--- src/rtl/gcn_coo_pkg.sv ---
// Shared types and sizing for the COO edge-memory fetch path.
package gcn_coo_pkg;

  localparam int unsigned COO_NUM_OF_COLS = 6;
  localparam int unsigned COO_NUM_OF_ROWS = 2;
  localparam int unsigned COO_BW          = $clog2(COO_NUM_OF_COLS);
  localparam int unsigned COO_ROW_IDX     = 0;
  localparam int unsigned COO_COL_IDX     = 1;

  typedef struct packed {
    logic [COO_BW-1:0] row;
    logic [COO_BW-1:0] col;
  } coo_entry_t;

  typedef enum logic [1:0] {
    IDLE,
    LOAD,
    STREAM,
    DONE
  } coo_fetch_state_t;

  // Saturate an entry index to the last valid memory address.
  function automatic logic [COO_BW-1:0] clamp_addr(input logic [COO_BW:0] a);
    if (a > (COO_BW+1)'(COO_NUM_OF_COLS - 1)) begin
      return COO_BW'(COO_NUM_OF_COLS - 1);
    end
    return a[COO_BW-1:0];
  endfunction

endpackage

--- src/rtl/coo_stream_fetch.sv ---
// Walks the COO edge memory and streams (row, col) entries with
// last-of-traversal and end-of-row tags to the aggregation stage.
module coo_stream_fetch
  import gcn_coo_pkg::*;
(
  input  logic              clk,
  input  logic              reset,
  input  logic              start,
  input  logic [COO_BW:0]   nnz,
  output logic [COO_BW-1:0] coo_address,
  input  logic [COO_BW-1:0] coo_in [COO_NUM_OF_ROWS],
  output logic              out_valid,
  input  logic              out_ready,
  output logic [COO_BW-1:0] out_row,
  output logic [COO_BW-1:0] out_col,
  output logic              out_last,
  output logic              out_row_end,
  output logic              busy,
  output logic              done
);

  coo_fetch_state_t  state_q, state_d;
  logic [COO_BW:0]   idx_q, idx_d;
  logic [COO_BW:0]   nnz_q, nnz_d;
  coo_entry_t        hold_q, hold_d;
  logic [COO_BW-1:0] addr_q, addr_d;
  logic              last_c;
  coo_entry_t        mem_entry_c;

  assign mem_entry_c.row = coo_in[COO_ROW_IDX];
  assign mem_entry_c.col = coo_in[COO_COL_IDX];

  // Outputs decode directly from registered state; row_end peeks at the
  // lookahead entry already sitting on coo_in.
  assign last_c      = (idx_q == (nnz_q - (COO_BW+1)'(1)));
  assign out_valid   = (state_q == STREAM);
  assign out_row     = hold_q.row;
  assign out_col     = hold_q.col;
  assign out_last    = out_valid && last_c;
  assign out_row_end = out_valid && (last_c || (mem_entry_c.row != hold_q.row));
  assign busy        = (state_q != IDLE);
  assign done        = (state_q == DONE);
  assign coo_address = addr_q;

  // Next-state, index, hold and lookahead-address logic.
  always_comb begin
    state_d = state_q;
    idx_d   = idx_q;
    nnz_d   = nnz_q;
    hold_d  = hold_q;
    addr_d  = addr_q;
    unique case (state_q)
      IDLE: begin
        addr_d = '0;
        if (start) begin
          if (nnz == '0) begin
            state_d = DONE;
          end else begin
            state_d = LOAD;
            nnz_d   = (nnz > (COO_BW+1)'(COO_NUM_OF_COLS)) ?
                      (COO_BW+1)'(COO_NUM_OF_COLS) : nnz;
          end
        end
      end
      LOAD: begin
        hold_d  = mem_entry_c;
        idx_d   = '0;
        addr_d  = clamp_addr((COO_BW+1)'(1));
        state_d = STREAM;
      end
      STREAM: begin
        if (out_ready) begin
          if (last_c) begin
            state_d = DONE;
          end else begin
            hold_d = mem_entry_c;
            idx_d  = idx_q + (COO_BW+1)'(1);
            addr_d = clamp_addr(idx_q + (COO_BW+1)'(2));
          end
        end
      end
      DONE: begin
        addr_d  = '0;
        state_d = IDLE;
      end
      default: begin
        state_d = IDLE;
      end
    endcase
  end

  // State and datapath registers; reset abandons any traversal at once.
  always_ff @(posedge clk or posedge reset) begin
    if (reset) begin
      state_q <= IDLE;
      idx_q   <= '0;
      nnz_q   <= '0;
      hold_q  <= '0;
      addr_q  <= '0;
    end else begin
      state_q <= state_d;
      idx_q   <= idx_d;
      nnz_q   <= nnz_d;
      hold_q  <= hold_d;
      addr_q  <= addr_d;
    end
  end

endmodule
--- config.mk ---
export PLATFORM = sky130hd
export DESIGN_NAME = coo_stream_fetch
export DESIGN_NICKNAME = d
export VERILOG_FILES = /design/src/rtl/gcn_coo_pkg.sv /design/src/rtl/coo_stream_fetch.sv
export SDC_FILE = /design/constraint.sdc
export NUM_CORES = 1
export LEC_CHECK = 0
export BUFFER_PORTS_ARGS = -buffer_cell sky130_fd_sc_hd__buf_2
export CAP_MARGIN = 20
export CORE_MARGIN = 5
export CORE_UTILIZATION = 46
export DETAILED_ROUTE_END_ITERATION = 7
export PLACE_DENSITY = 0.82
export SYNTH_ARGS = -nofsm -noshare
export SYNTH_HDL_FRONTEND = slang
export SYNTH_SLANG_ARGS = --single-unit
--- constraint.sdc ---
create_clock -name clk -period 3.75 [get_ports clk]
set_clock_uncertainty 0.2 [all_clocks]
set_input_delay 0.5625 -clock clk [delete_from_list [all_inputs] [get_ports clk]]
set_output_delay 0.5625 -clock clk [all_outputs]
set_load 0.02 [all_outputs]
==> flow_summary.json <==
{
  "vias_per_cell": 5.28,
  "postRouteAntennaNets": 0,
  "clock_tree.buffer_depth": 2,
  "layout_common_cells": "buf_2, dfrtp_1, nor2_1",
  "grtUsageTotal_pct": 14.6,
  "power-per-cell-area_mw_per_mm2": 755,
  "clk_latency_ns": 0.30,
  "multiInputGateArea_um2": 576,
  "yosysSeqAreaShare_pct": 42.9,
  "area_delta_synth_final_pct": 16.0,
  "regArea_um2": 475,
  "crit_fanout": 4,
  "grt_antenna_before_repair": 0,
  "start_util_pct": 49.1,
  "pin_count": 28,
  "r2r_slack_ns": 1.27,
  "synth_area_leaders": "dfrtp_1, ha_1, mux2_2",
  "p_leak_uw": 0.000648,
  "timing.rr.start": "nnz_q[0]",
  "h-tree-depth": 1,
  "synth-async-reset-ratio_pct": 100,
  "grt_setup_unrepaired": "no",
  "grt_max_degree": 20,
  "drc": 0,
  "start_kind": "flop",
  "instances_no_fill": 165,
  "dr.pass1.iters": 4,
  "vias": 872,
  "synth-warning-count": 0,
  "postCtsHoldBufs": 0,
  "avgSynthCellArea_um2": 10.2,
  "finalHoldViolCount": 0,
  "routed_wl_um": 2160,
  "die_height_um": 59.1,
  "period_share_pct": 74.5,
  "finalWorstSetupSlack_ns": 0.955,
  "synth-seq-cells": 19,
  "drive_gt1_share_pct": 28.5,
  "cts_setup_buffers": 0,
  "cts-buffers-inserted": 3,
  "critical_path.top_delay_family": "simple AND/OR/NAND/NOR gates",
  "fillerInstances": 228,
  "synth_cells": 109,
  "layout_commonest_cell": "buf_2",
  "place_congestion": 0.877,
  "crit_buf_inv": 2,
  "yosys_most_used_dff": "dfrtp_1",
  "slowest_stage": "dfrtp_1",
  "max-slew-margin-rel_pct": 51.6,
  "fmax_ghz": 0.358,
  "peakVddDrop_v": 0.000477,
  "drt_first_iter_violations": 15,
  "crit_top_cell": "nor2_1",
  "synth.top_cell.area_share_pct": 42.9,
  "hp-class": "in -> async",
  "cts_tree": "done",
  "r2r_end": "out_row[2]",
  "cp.arrival_ns": 2.03,
  "core-area_mm2": 0.00225,
  "grt_pass1_vias": 880,
  "yosysTopAreaCell": "dfrtp_1",
  "gr-total-overflow": 0,
  "r2r_cells": 7,
  "crit_path_cell_trace": "inv_1, ha_1, xnor3_1, nand3_1, nor2_1, nor4_1, nor2_1, buf_2",
  "synth_cell_types": 31,
  "cts_root_buf": "clkbuf_4",
  "grt_first_pass_wirelength_um": 3880,
  "crit_path_max_incr_delay_ns": 0.40,
  "wl_per_cell_um": 13.1,
  "cts_resized": 0,
  "drv_slew": 0,
  "synth_edf_count": 0,
  "netlist_area_mm2": 0.00111,
  "dieWidth_um": 59.1,
  "dp_slack_ns": 1.29,
  "tightestPinTransition_ns": 0.726,
  "path_class": "reg -> out",
  "clk_pin_slew_worst_paths_ns": 0.11,
  "endpoint_kind": "output pin",
  "antenna_cells": 0,
  "drv_cap": 0,
  "period_needed_ns": 2.79,
  "outcome": "completed",
  "setup_viol": 0,
  "dp_hpwl_um": 1670,
  "power_uw": 970,
  "worstPathRequired_ns": 2.99,
  "fin_nets": 160,
  "rows": 17,
  "io_buffer_count": 27,
  "tns_ns": 0,
  "numClockSinks": 19,
  "place_inst": 161,
  "die_area_mm2": 0.00349,
  "synth_nets": 131
}
where the power goes:
| part | internal [uW] | total [uW] | switching (uW) |
|---|---|---|---|
| registers | 279 | 336 | 57.6 |
| clock network | 41.5 | 104 | 62.2 |
| logic | 222 | 530 | 308 |
| total | 542 | 970 | 428 |
worst max-delay path by stage:
stage | startpoint | endpoint | slack (ns) | cells after the start
floorplan | state_q[0] | out_last | 1.27 | 5
global placement | nnz_q[0] | out_row_end | 1.37 | 8
detailed placement | nnz_q[0] | out_row[2] | 1.29 | 7
CTS | nnz_q[0] | out_row_end | 0.96 | 8
global route | nnz_q[0] | out_row_end | 0.74 | 8
finish | nnz_q[0] | out_row_end | 0.96 | 8
metrics by stage:
stage	util, %	hold WS [ns]	cell area (um2)
2_1_floorplan	-	0.285	1110
3_3_place_gp	55.8	0.287	1260
3_5_place_dp	55.8	0.298	1260
4_1_cts	57.0	0.185	1280
5_1_grt	57.0	0.211	1280
6_report	57.0	0.160	1280
flip-flops by register name (all words and copies together), names as in the netlist:
name / flops
nnz_q: 4
idx_q: 4
coo_address: 3
out_col: 3
out_row: 3
state_q: 2
kinds of logic (layout without fill, tap and decap cells):
group                    Yosys count  count (layout)  synth area share, %
flip-flops                        19              19                 42.9
adder cells (fa/ha/maj)            8               8                 9.04
AND/OR/NAND/NOR                   33              33                 14.1
AO/OA/AOI/OAI                     17              17                 10.7
buffers and inverters             13              41                 5.09
multiplexers                      10              10                 9.72
XOR/XNOR                           9               9                 8.36
synth_stat cells (2+ instances only):
master     n
ha_1       8
xor2_1     6
or3_1      3
a21oi_1    5
nor2_1    11
mux2_2     6
nand3_1    3
clkbuf_1   2
nor3_1     2
o221ai_1   2
xnor2_1    2
dfrtp_1   19
mux2i_1    4
nand2_1    8
o21ai_0    3
inv_1     10
layer usage:
metal,track usage (%),wire length [um],vias up
met5,0,0,-
met4,6.80,40,0
met1,17.8,976,414
met2,24.4,1030,23
met3,3.05,108,4
li1,-,-,431
cell type report:
| cell class | instances | area share (%) |
|---|---|---|
| inverters | 10 | 2.92 |
| flip-flops and latches | 19 | 37.0 |
| multi-input cells | 77 | 44.8 |
| well taps | 28 | 2.73 |
| repair buffers | 27 | 10.5 |
| clock buffers | 4 | 2.04 |
worst reg2reg max path, stage by stage (launching register included):
cell	delay [ns]
dfrtp_1	0.40
inv_1	0.07
ha_1	0.21
xnor3_1	0.33
nand3_1	0.17
o21ai_2	0.20
a21oi_2	0.41
mux2_2	0.39
Note: power is estimated with default switching activity, not from simulation.
